$ cat src/rtl/wb_pkg.sv
// Shared definitions for the CPU-to-Wishbone master bridge.
package wb_pkg;

  // Bridge FSM: wait for a request, run one bus cycle, report completion.
  typedef enum logic [1:0] {
    ST_IDLE = 2'd0,
    ST_BUS  = 2'd1,
    ST_RESP = 2'd2
  } wb_state_e;

  localparam logic [31:0] GPIO_BASE          = 32'h0000_7F00;
  localparam int unsigned WB_TIMEOUT_DEFAULT = 16;
  localparam logic [31:0] WB_ERR_RDATA       = 32'h0000_0000;

endpackage

$ cat src/rtl/wb_master_bridge.sv
// CPU load/store port to Wishbone classic single-beat master, with ack timeout.
module wb_master_bridge
  import wb_pkg::*;
#(
  parameter int unsigned TIMEOUT   = WB_TIMEOUT_DEFAULT,
  parameter logic [31:0] ERR_RDATA = WB_ERR_RDATA
) (
  input  logic        clk,
  input  logic        rst_n,
  input  logic        cpu_req_i,
  input  logic        cpu_we_i,
  input  logic [31:0] cpu_addr_i,
  input  logic [31:0] cpu_wdata_i,
  output logic        cpu_gnt_o,
  output logic        cpu_done_o,
  output logic        cpu_err_o,
  output logic [31:0] cpu_rdata_o,
  output logic [31:0] wb_adr_o,
  output logic [31:0] wb_dat_o,
  input  logic [31:0] wb_dat_i,
  output logic        wb_we_o,
  output logic        wb_stb_o,
  output logic        wb_cyc_o,
  input  logic        wb_ack_i
);

  localparam int unsigned    CW       = $clog2(TIMEOUT + 1);
  localparam logic [CW-1:0]  CNT_LAST = CW'(TIMEOUT - 1);
  localparam logic [CW-1:0]  CNT_MAX  = CW'(TIMEOUT);

  wb_state_e     state_q, state_d;
  logic [31:0]   addr_q, addr_d;
  logic [31:0]   wdata_q, wdata_d;
  logic          we_q, we_d;
  logic [CW-1:0] cnt_q, cnt_d;
  logic          cyc_q, cyc_d;
  logic          done_q, done_d;
  logic          err_q, err_d;
  logic [31:0]   rdata_q, rdata_d;

  // Next-state and registered-output decode. cyc/done are computed for the
  // state being entered so they appear in the same cycle as that state.
  always_comb begin
    state_d = state_q;
    addr_d  = addr_q;
    wdata_d = wdata_q;
    we_d    = we_q;
    cnt_d   = cnt_q;
    cyc_d   = 1'b0;
    done_d  = 1'b0;
    err_d   = err_q;
    rdata_d = rdata_q;
    unique case (state_q)
      ST_IDLE: begin
        if (cpu_req_i) begin
          addr_d  = cpu_addr_i;
          wdata_d = cpu_wdata_i;
          we_d    = cpu_we_i;
          if (cpu_addr_i[1:0] != 2'b00) begin
            // Misaligned: complete with error, never touch the bus.
            state_d = ST_RESP;
            done_d  = 1'b1;
            err_d   = 1'b1;
            rdata_d = ERR_RDATA;
          end else begin
            state_d = ST_BUS;
            cnt_d   = '0;
            cyc_d   = 1'b1;
          end
        end
      end
      ST_BUS: begin
        cnt_d = (cnt_q == CNT_MAX) ? cnt_q : cnt_q + 1'b1;
        if (wb_ack_i) begin
          // Ack beats timeout even on the last allowed cycle.
          state_d = ST_RESP;
          done_d  = 1'b1;
          err_d   = 1'b0;
          rdata_d = we_q ? 32'h0 : wb_dat_i;
        end else if (cnt_q == CNT_LAST) begin
          state_d = ST_RESP;
          done_d  = 1'b1;
          err_d   = 1'b1;
          rdata_d = ERR_RDATA;
        end else begin
          cyc_d = 1'b1;
        end
      end
      ST_RESP: state_d = ST_IDLE;
      default: state_d = ST_IDLE;
    endcase
  end

  // State, request latches and registered outputs; reset aborts any cycle.
  always_ff @(posedge clk or negedge rst_n) begin
    if (!rst_n) begin
      state_q <= ST_IDLE;
      addr_q  <= '0;
      wdata_q <= '0;
      we_q    <= 1'b0;
      cnt_q   <= '0;
      cyc_q   <= 1'b0;
      done_q  <= 1'b0;
      err_q   <= 1'b0;
      rdata_q <= '0;
    end else begin
      state_q <= state_d;
      addr_q  <= addr_d;
      wdata_q <= wdata_d;
      we_q    <= we_d;
      cnt_q   <= cnt_d;
      cyc_q   <= cyc_d;
      done_q  <= done_d;
      err_q   <= err_d;
      rdata_q <= rdata_d;
    end
  end

  assign cpu_gnt_o   = (state_q == ST_IDLE);
  assign cpu_done_o  = done_q;
  assign cpu_err_o   = err_q;
  assign cpu_rdata_o = rdata_q;
  assign wb_cyc_o    = cyc_q;
  assign wb_stb_o    = cyc_q;
  assign wb_adr_o    = addr_q;
  assign wb_dat_o    = wdata_q;
  assign wb_we_o     = we_q;

endmodule

$ cat config.mk
export PLATFORM = sky130hd
export DESIGN_NAME = wb_master_bridge
export DESIGN_NICKNAME = d
export VERILOG_FILES = /design/src/rtl/wb_pkg.sv /design/src/rtl/wb_master_bridge.sv
export SDC_FILE = /design/constraint.sdc
export NUM_CORES = 1
export LEC_CHECK = 0
export ABC_AREA = 1
export CORE_ASPECT_RATIO = 1.25
export CORE_MARGIN = 2
export CORE_UTILIZATION = 26
export CTS_BUF_LIST = sky130_fd_sc_hd__clkbuf_4 sky130_fd_sc_hd__clkbuf_8
export DETAILED_ROUTE_END_ITERATION = 10
export PLACE_DENSITY_LB_ADDON = 0.08
export REMOVE_ABC_BUFFERS = 1
export SETUP_SLACK_MARGIN = 0.5
export SYNTH_ARGS = -nofsm -noshare
export SYNTH_HDL_FRONTEND = slang
export SYNTH_SLANG_ARGS = --single-unit
$ cat constraint.sdc
create_clock -name clk -period 1.5 [get_ports clk]
set_clock_uncertainty 0.2 [all_clocks]
set_input_delay 0.45 -clock clk [delete_from_list [all_inputs] [get_ports clk]]
set_output_delay 0.45 -clock clk [all_outputs]
set_load 0.1 [all_outputs]
# --- Yosys cells after proc, flatten, opt, wreduce, memory -nomap -nowiden ---
# Index checks and enable logic that the tools add are counted.
word_totals:
  in_bits: 101
  reg_bits: 107
  elab_cells: 55
classes:
  n_eq_ne: 8
  reduce_logical: 7
  addsub: 1
  muxes: 30
ops:
  columns: ["cell", "n"]
  rows:
  - ["2-to-1 mux 32 bit", 5]
  - ["one-hot mux 32 bit (2 select lines)", 1]
  - ["2-to-1 mux 5 bit", 3]
  - ["2-to-1 mux 1 bit", 12]
  - ["one-hot mux 5 bit (2 select lines)", 1]
  - ["2-to-1 mux 2 bit", 4]
  - ["AND reduction 4 bit", 2]
  - ["inequality test 2 bit, second input constant", 3]
  - ["one-hot mux 1 bit (2 select lines)", 3]
  - ["adder 5 x 1 -> 5 bit, second input constant", 1]
  - ["equality test 5 x 4 -> 1 bit, second input constant", 1]
  - ["equality test 5 bit, second input constant", 1]
  - ["one-hot mux 2 bit (2 select lines)", 1]
  - ["AND reduction 2 bit", 2]
  - ["nonzero test 2 bit", 2]
  - ["inequality test 3 bit, second input constant", 1]
  - ["equality test 2 x 1 -> 1 bit, second input constant", 1]
  - ["logical NOT 2 bit", 1]
  - ["inequality test 2 x 1 -> 1 bit, second input constant", 1]

# --- Longest topological paths before layout ---
# Gate-level depths: netlist of the first run.
logic_depth:
  word_depth: 4
  ltp_mapped: 10
  mapped_depth_nobuf: 10

# --- Worst setup path after synthesis of the first run ---
# Ideal clock, no wire load.
synth_timing:
  kind: "register to output"
  start: "reg cyc_q, in the netlist wb_cyc_o"
  end: "out wb_stb_o"
  t_required_ns: 0.850
  setup_slack_ns: -0.474
  arrival_ns: 1.324
  path_stages_with_launch: 2
  cell_sequence: "dfrtp_1 > buf_4"
synth_rtl:
  columns: ["item", "line_no", "source"]
  rows:
  - ["from (decl)", "wb_master_bridge.sv:36", "logic cyc_q, cyc_d;"]
  - ["from (signal assigned)", "wb_master_bridge.sv:112", "cyc_q <= cyc_d;"]
  - ["to (decl)", "wb_master_bridge.sv:22", "output logic wb_stb_o,"]
# No word-level cell between the ends.

# --- Worst setup path in the final report of the first run ---
layout_timing:
  start: "reg state_q[1]"
  end: "out cpu_gnt_o"
layout_via:
  elab_chain_len: 1
layout_lines:
  columns: ["item", "line_no", "source"]
  rows:
  - ["from (decl)", "wb_master_bridge.sv:31", "wb_state_e state_q, state_d;"]
  - ["from (signal assigned)", "wb_master_bridge.sv:107", "state_q <= state_d;"]
  - ["logical NOT 2 bit", "wb_master_bridge.sv:119", "assign cpu_gnt_o = (state_q == ST_IDLE);"]
  - ["to (decl)", "wb_master_bridge.sv:14", "output logic cpu_gnt_o,"]
# No other way between the ends.

==> results of run 1 <==
## where the power goes
group / internal, mW / switching [mW] / leakage, nW / total, mW
clock: 0.670 / 1.06 / 0.0941 / 1.73
sequential: 3.39 / 0.555 / 1.37 / 3.95
combinational: 3.28 / 5.02 / 3.19 / 8.30
total: 7.34 / 6.64 / 4.65 / 14.0
## stage by stage
| step | hold WS (ns) | power [mW] |
|---|---|---|
| after CTS | -0.277 | 13.8 |
| after detailed placement | 0.150 | 11.2 |
| after global routing | -0.285 | 14.5 |
| final | -0.265 | 14.0 |
| after global placement | 0.155 | 11.1 |
| after floorplan | -0.0456 | 8.00 |
## cell type report
class                      instances  area [sq um]
tap                              224           280
clock inverter                     5          43.8
fill                            1560          7560
inverter                          43           164
timing repair buffer             314          4470
sequential                       107          2680
clock buffer                      10           138
multi-input combinational        312          1960
## cell families (layout without fill, tap and decap cells)
logic type               Yosys count  count (layout)  share of synthesized area, %
adder cells (fa/ha/maj)            3               3                         0.825
AO/OA/AOI/OAI                     36              36                          6.44
XOR/XNOR                           1               1                         0.193
AND/OR/NAND/NOR                  265             272                          25.8
flip-flops                       107             107                          58.9
buffers and inverters             74             372                          7.87
## cells in the mapped netlist (2+ instances only)
| library cell | count | area share (%) |
|---|---|---|
| nand3_1 | 106 | 12 |
| clkbuf_1 | 2 | 0.17 |
| nor2_1 | 4 | 0.33 |
| buf_4 | 5 | 0.83 |
| dfrtp_1 | 107 | 59 |
| o21ai_0 | 6 | 0.66 |
| buf_2 | 13 | 1.4 |
| o21ai_2 | 30 | 5.8 |
| inv_1 | 42 | 3.5 |
| nand2_1 | 148 | 12 |
| buf_6 | 6 | 1.5 |
| buf_1 | 5 | 0.41 |
| ha_1 | 3 | 0.83 |
## routing by layer
metal,vias to the layer above,routed length (um)
met1,2183,6610
met2,159,9160
met4,0,240
met3,17,1350
li1,2175,-
met5,-,0
## flip-flops by register name (all words and copies together), names as in the netlist
name and cells:
cpu_rdata_o 32, wb_dat_o 32, wb_we_o 1, cpu_done_o 1, state_q 2, cnt_q 5
cpu_err_o 1, wb_cyc_o 1, wb_adr_o 32
## what timing repair did
action,4_1_cts,5_1_grt
setup buffers,48,26
endpoints found under the hold margin,14,14
gates cloned,20,4
resized for setup,87,14
endpoints found under the setup margin,209,209
pin swaps,44,17
## worst max-delay path by stage
stage	end	slack, ns	from	cells past startpoint
final	cpu_gnt_o	-0.29	state_q[1]$_DFFE_PN0P_	2
after global routing	cpu_rdata_o[4]$_DFFE_PN0P_	-0.38	state_q[1]$_DFFE_PN0P_	8
after CTS	cpu_gnt_o	-0.34	state_q[1]$_DFFE_PN0P_	2
after detailed placement	cpu_rdata_o[31]$_DFFE_PN0P_	-0.44	wb_ack_i	6
after global placement	cpu_err_o$_DFFE_PN0P_	-0.44	wb_ack_i	7
after floorplan	wb_adr_o[0]$_DFFE_PN0P_	-3.32	state_q[0]$_DFFE_PN0P_	3
==> flow_summary.toml, run 1 <==
[outcome]
status = "finished, violations left"
violations = "negative hold slack, negative setup slack"

[power]
p_per_area_nw_per_um2 = 1440
peakVddDrop_uv = 487
cellLeakagePower_nw = 4.65

[clock_tree]
root_buffer = "clkbuf_8"
path_clk_slew_ns = 0.11
h-tree-depth = 3
cts_buffer_depth = 2
cts_tree = "yes"
cts_made_buffers = 9
clock-sinks = 107
insertion_delay_ns = 0.38

[place]
place_inst = 902
io_buffers = 202
placed_area_sq_um = 7910
dpl.hpwl_mm = 10.1
gp_congestion = 0.777
post-place-ws_ns = -0.437

[synth]
ys_ff_latch = 107
post_synth.cell_area_avg_sq_um = 9.36
netlist_area_sq_um = 4550
synth-seq-area-share_pct = 58.9
synthCells = 486
ys_types = 22
yosys_most_used_dff = "dfrtp_1"
async_reset_ff_share_pct = 100
synth-edff-count = 0
ys_warn_count = 0

[timing]
whs_ns = -0.265
fmax_mhz = 558
fin_ws_ns = -0.293
finalSetupViolCount = 209
min_period_over_period_pct = 120
worst_pin_slew_ns = 0.509
rsz0062_at_grt = "yes"
relSlewSlack_pct = 66.1
maxSlewViolCount = 0
tns_ns = -36.39
period_needed_ns = 1.79
hold_viol_final = 14

[grt]
use_met3_pct = 4.80
track_usage_pct = 18.4
met2_usage_pct = 32.5
overflow = 0
grt_pass1_wl_mm = 26.4
grt-busiest-layer = "met2"
grt_max_degree = 46
grt_pass1_vias = 4677
met1_usage_pct = 22.0
antenna_found_initial = 1

[routing]
wl_mm = 17.4
vias_per_cell = 4.47
drtPass1Iterations = 4
drtIter0Drc = 190
routedWlPerCell_um = 17.1
drc = 0
ant_nets = 0
vias = 4534

[critical_path]
rrSetupSlack_ns = -0.29
critical-path-slowest-cell = "dfrtp_1"
cp_cell_sequence = "nor2_4, buf_12"
crit_fanout = 2
critical_path_class = "reg2out"
ff2ff_path_depth = 8
cp_top_family = "flip-flops"
path_buf_inv = 1
r2r_end = "cpu_rdata_o[4]$_DFFE_PN0P_"
cp_data_required_time_ns = 0.85
cp-end-kind = "primary output"
cp.arrival_ns = 1.14
slowest_delay_ns = 0.42
reg2reg_from = "state_q[1]$_DFFE_PN0P_"
start_kind = "flop"

[run]
drv_cap = 0

[floorplanning]
die_x_um = 122
chipHeight_um = 152
initial_core_util_pct = 26.3
rows = 54
ios = 203
coreArea_sq_um = 17300
fp.dieArea_sq_um = 18600

[cells_and_area]
drive_above_1_share_pct = 41.3
final_common_cell = "nand2_1"
instances_no_fill = 1015
final_cell_mix = "141 x nand2_1, 122 x buf_12, 105 x dfrtp_1"
diodes = 0
nNetsFinal = 891
fin_area_sq_um = 9740
final_core_util_pct = 56.3
area_delta_synth_final_pct = 114

[min_path]
hp-class = "in2async"
Power figures use the tool's default switching activity.
==> run 2, diff against run 1 <==
--- a/config.mk
+++ b/config.mk
@@ -6,6 +6,7 @@
 export NUM_CORES = 1
 export LEC_CHECK = 0
 export ABC_AREA = 1
+export ABC_CLOCK_PERIOD_IN_PS = 1500
 export CORE_ASPECT_RATIO = 1.25
 export CORE_MARGIN = 2
 export CORE_UTILIZATION = 26
==> results of run 2 <==
No change in the layout: final DEF, timing and power equal those of run 1.
==> run 3, diff against run 2 <==
--- a/config.mk
+++ b/config.mk
@@ -9,9 +9,10 @@
 export ABC_CLOCK_PERIOD_IN_PS = 1500
 export CORE_ASPECT_RATIO = 1.25
 export CORE_MARGIN = 2
-export CORE_UTILIZATION = 26
+export CORE_UTILIZATION = 39
 export CTS_BUF_LIST = sky130_fd_sc_hd__clkbuf_4 sky130_fd_sc_hd__clkbuf_8
 export DETAILED_ROUTE_END_ITERATION = 10
+export GPL_ROUTABILITY_DRIVEN = 0
 export PLACE_DENSITY_LB_ADDON = 0.08
 export REMOVE_ABC_BUFFERS = 1
 export SETUP_SLACK_MARGIN = 0.5
==> run 3 against run 2 <==
The flow still finishes with violations (negative hold slack, negative setup slack). Sequential power about the same. Non-clock buffer count is 8 higher. Combinational power increased by 4.7%. Critical path depth grew 1. Sequential cell count did not move. Clock power about the same. Power grew 2.8%. Final cell count fell by 7.5%. Critical path type unchanged. Largest power group unchanged.
==> flow_summary.toml, run 3 (synthesized netlist as in run 1, its figures left out) <==
[cells_and_area]
nNetsFinal = 900
drive_above_1_share_pct = 43.4
final_common_cell = "nand2_1"
diodes = 0
instances_no_fill = 939
fin_area_sq_um = 9730
area_delta_synth_final_pct = 114
final_cell_mix = "136 x nand2_1, 120 x buf_12, 105 x dfrtp_1"

[timing]
worst_pin_slew_ns = 0.535
hold_viol_final = 17
min_period_over_period_pct = 126
rsz0062_at_grt = "yes"
fmax_mhz = 528
fin_ws_ns = -0.393
relSlewSlack_pct = 64.3
maxSlewViolCount = 0
period_needed_ns = 1.89
finalSetupViolCount = 209
whs_ns = -0.243

[critical_path]
path_common_cell = "buf_12"
start_kind = "flop"
critical_path_class = "reg2out"
cp_cell_sequence = "nor2_4, buf_12, buf_12"
critical-path-slowest-cell = "dfrtp_1"
crit_fanout = 3
cp-end-kind = "primary output"
cp.arrival_ns = 1.24
slowest_delay_ns = 0.42
cp_data_required_time_ns = 0.85

[floorplanning]
rows = 44
chipHeight_um = 125
die_x_um = 101
coreArea_sq_um = 11500
initial_core_util_pct = 39.5
ios = 203
fp.dieArea_sq_um = 12500

[grt]
antenna_found_initial = 0
grt_max_degree = 61
overflow = 0
grt_pass1_wl_mm = 26.1
grt_pass1_vias = 4848
track_usage_pct = 27.0

[clock_tree]
path_clk_slew_ns = 0.10
cts_buffer_depth = 2
root_buffer = "clkbuf_8"
cts_made_buffers = 9
cts_tree = "yes"
h-tree-depth = 3
insertion_delay_ns = 0.38
clock-sinks = 107

[power]
swShare_pct = 47.0
seqPwrFrac_pct = 27.6
p_switching_mw = 6.77
peakVddDrop_uv = 713
p_per_area_nw_per_um2 = 1480
pwr-share-clk_pct = 12.0
internal_power_mw = 7.61
p_comb_share_pct = 60.4
cellLeakagePower_nw = 4.69
finalPower_mw = 14.4

[place]
dpl.hpwl_mm = 9.14
io_buffers = 202
place_inst = 820
placed_area_sq_um = 7870

[routing]
wl_mm = 17.9
vias = 4739
drtPass1Iterations = 4
routedWlPerCell_um = 19.1
ant_nets = 0
drc = 0
vias_per_cell = 5.05
drtIter0Drc = 181

[run]
drv_cap = 0

[outcome]
violations = "negative hold slack, negative setup slack"
status = "finished, violations left"

[min_path]
hp-class = "in2async"
==> run 3: area by class of cell <==
| type | count | area (sq um) |
|---|---|---|
| repair buffers | 322 | 4510 |
| flip-flops and latches | 107 | 2680 |
| multi-input cells | 313 | 2020 |
| fillers | 558 | 1770 |
| well taps | 138 | 173 |
| inverters | 43 | 169 |
| clock buffers | 12 | 159 |
| clock inverters | 4 | 25.0 |
==> run 3: critical path: cells and delay by family, from the launching register on <==
kind,cells,cell delay (ns)
buffers and inverters,2,0.29
flip-flops,1,0.42
AND/OR/NAND/NOR,1,0.15
==> run 3: power by group through the flow <==
stage,sequential (mW),clock [mW],combinational (mW)
global route,4.02,1.87,8.96
floorplan,7.24,0,0.757
detailed placement,4.00,0,7.20
CTS,3.94,1.73,8.28
finish,3.96,1.72,8.69
global placement,3.98,0,7.14
==> run 3: routing by layer <==
metal  track usage, %  up-vias  part of all wire, %
met5                0        -                    0
met4             8.78        0                  2.5
met3             6.45       40                  6.3
met2             47.0      197                   54
met1             32.3     2311                   37
li1                 -     2191                    -
==> run 3: worst paths after layout <==
path,from,endpoint,slack (ns),cells past startpoint
max in group asynchronous,rst_n,cpu_rdata_o[6]$_DFFE_PN0P_,0.84,2
hold / removal,rst_n,wb_dat_o[22]$_DFFE_PN0P_,-0.24,1
hold reg to reg,wb_dat_o[9]$_DFFE_PN0P_,wb_dat_o[9]$_DFFE_PN0P_,0.34,2
min in group clk,wb_dat_o[9]$_DFFE_PN0P_,wb_dat_o[9]$_DFFE_PN0P_,0.34,2
setup reg to reg,state_q[0]$_DFFE_PN0P_,wb_dat_o[24]$_DFFE_PN0P_,-0.33,10
setup / recovery,state_q[0]$_DFFE_PN0P_,cpu_gnt_o,-0.39,3
==> run 3: timing repair <==
action / 4_1_cts / 5_1_grt
setup endpoints to repair: 209 / 209
resized for setup: 91 / 33
gates cloned: 21 / 0
endpoints found under the hold margin: 17 / 17
buffers inserted: 46 / 36
pin swaps: 49 / 28
==> run 3: through the flow <==
step / worst slack, ns / utilization, % / TNS, ns
after floorplan: -3.32 / - / -318.41
after global placement: -0.421 / 68.4 / -15.81
after detailed placement: -0.436 / 68.4 / -16.05
after CTS: -0.394 / 81.2 / -29.80
after global routing: -0.439 / 84.6 / -49.75
final: -0.393 / 84.6 / -39.58
==> variant, RTL diff (config.mk and constraints of run 2) <==
Make the reset (`rst_n`) synchronous in one clocked block.
--- a/src/rtl/wb_master_bridge.sv
+++ b/src/rtl/wb_master_bridge.sv
@@ -94,3 +94,3 @@
   // State, request latches and registered outputs; reset aborts any cycle.
-  always_ff @(posedge clk or negedge rst_n) begin
+  always_ff @(posedge clk) begin
     if (!rst_n) begin
Formal check against the unedited RTL: differs if rst_n is asserted again (counterexample within 4 cycles, from zero or initial values and one cycle with rst_n low); with rst_n held inactive, the same outputs for 10 cycles.
==> variant against run 2 <==
The flow finishes with violations (setup timing). Count of clock-buffer cells in the layout grew 2. Sequential cell count is the same. Hold slack gained 0.48 ns. Critical path type is now reg2reg. Highest routed layer unchanged. Wire length shrank 1.7%. Die area shrank 9.9%. Final area grew 0.37%. Synthesized area shrank 10%. Worst setup slack gained 0.0071 ns.
Power is not compared: it rests on default switching activity, and its combinational part moved more than twofold at a synthesized area within 25%.
==> variant: results (changes against run 2) <==
| Metric | Value |
|---|---|
| Xor/xnor cell area share of the yosys netlist | 0 (was 0.00193) |
| Crit path DAT | 1.89 ns (was 1.14 ns) |
| Final TNS setup | -25.54 ns (was -36.39 ns) |
| Vias in the first global route | 4426 (was 4677) |
| FFs & Latches | 107 (unchanged) |
| Initial antenna violation count | 0 (was 1) |
| Layout Utilization | 0.630 (was 0.563) |
| Worst Setup EP | cpu_rdata_o[26] (was cpu_gnt_o) |
| Hold Crit Class | in2reg (was in2async) |
| Final non-clock buffer share | 0.460 (was 0.459) |
| Count of multi-input gates | 354 (was 312) |
| Global-route wire length before repair | 24800 um (was 26400 um) |
| RD Place Congestion | 0.745 (was 0.777) |
| Clock buf count | 12 (was 10) |
| Cell Count, Final, Fillers Out | 1009 (was 1015) |
| Final-stage net count | 896 (was 891) |
| Top_reg_cell synth | dfxtp_1 (was dfrtp_1) |
| Layout cells sized above 1 | 0.621 (was 0.413) |
| Count of different cell masters after synthesis | 25 (was 22) |
| Fin worst setup slack | -0.286 ns (was -0.293 ns) |
| Clock network area share | 0.0225 (was 0.0186) |
| Post-CTS sizing | 285 (was 87) |
| Pre-CTS setup slack | -0.461 ns (was -0.437 ns) |
| Post-CTS Setup Inserts | 26 (was 48) |
| Post-synthesis compound-gate area fraction | 0.153 (was 0.0644) |
| GRT Total Usage | 0.196 (was 0.184) |
| Inverters | 14 (was 43) |
| Initial DRC count | 170 (was 190) |
| Ys async rst share | 0 (was 1.00) |
| Synth Area in Adders | 0.00919 (was 0.00825) |
| Placed Area | 7460 um2 (was 7910 um2) |
| Vias per Instance | 4.55 (was 4.47) |
| Placed Cells incl. Taps | 913 (was 902) |
| Multi-input gate area | 2380 um2 (was 1960 um2) |
| Final setup fails | 208 (was 209) |
| Die X | 116 um (was 122 um) |
| Worst path slowest cell | dfxtp_2 (was dfrtp_1) |
| Failing checks | setup timing (was hold timing, setup timing) |
| Crit Reg-Reg Endpoint | cpu_rdata_o[26] (was cpu_rdata_o[4]) |
| Rel. slew slack | 0.799 (was 0.661) |
| # fillers | 1230 (was 1560) |
| R2R depth | 9 (was 8) |
| Area leader, netlist | dfxtp_1 (was dfrtp_1) |
| Status | complete, but fails checks (unchanged) |
| Largest net degree at the start of global routing | 40 (was 46) |
| Non-clock buffer count | 306 (was 314) |
| Synth top cells by count | nor2_1 (145), dfxtp_1 (107), o21ai_0 (60), nand2_1 (47), nand3_1 (37) (was nand2_1 (148), dfrtp_1 (107), nand3_1 (106), inv_1 (42), o21ai_2 (30)) |
| Mapped Cells | 509 (was 486) |
[variant: cell count changes after synthesis, sizes merged, moves of 7 or more]
cell and change:
inv -30, dfxtp +107, dfrtp -107, nor2 +143, nand2 -93, clkbuf +7
nand3 -70, o21ai +31, a21oi +40
[variant: worst min-delay path by stage]
stage / slack [ns] / startpoint / cells past startpoint / to
CTS: 0.23 / rst_n / 3 / wb_adr_o[2]
global placement: 0.31 / cpu_rdata_o[7] / 2 / cpu_rdata_o[7]
global route: 0.20 / cpu_addr_i[0] / 3 / wb_adr_o[0]
finish: 0.22 / cpu_addr_i[0] / 3 / wb_adr_o[0]
detailed placement: 0.31 / cpu_rdata_o[2] / 2 / cpu_rdata_o[2]
floorplan: 0.27 / cnt_q[4] / 2 / cnt_q[4]
[variant: metal layers]
layer	part of all wire	GRT usage	vias to the layer above
met1	0.38	0.227	2188
li1	-	-	2221
met4	0.016	0.0520	0
met3	0.076	0.0595	16
met5	0	0	-
met2	0.53	0.348	166
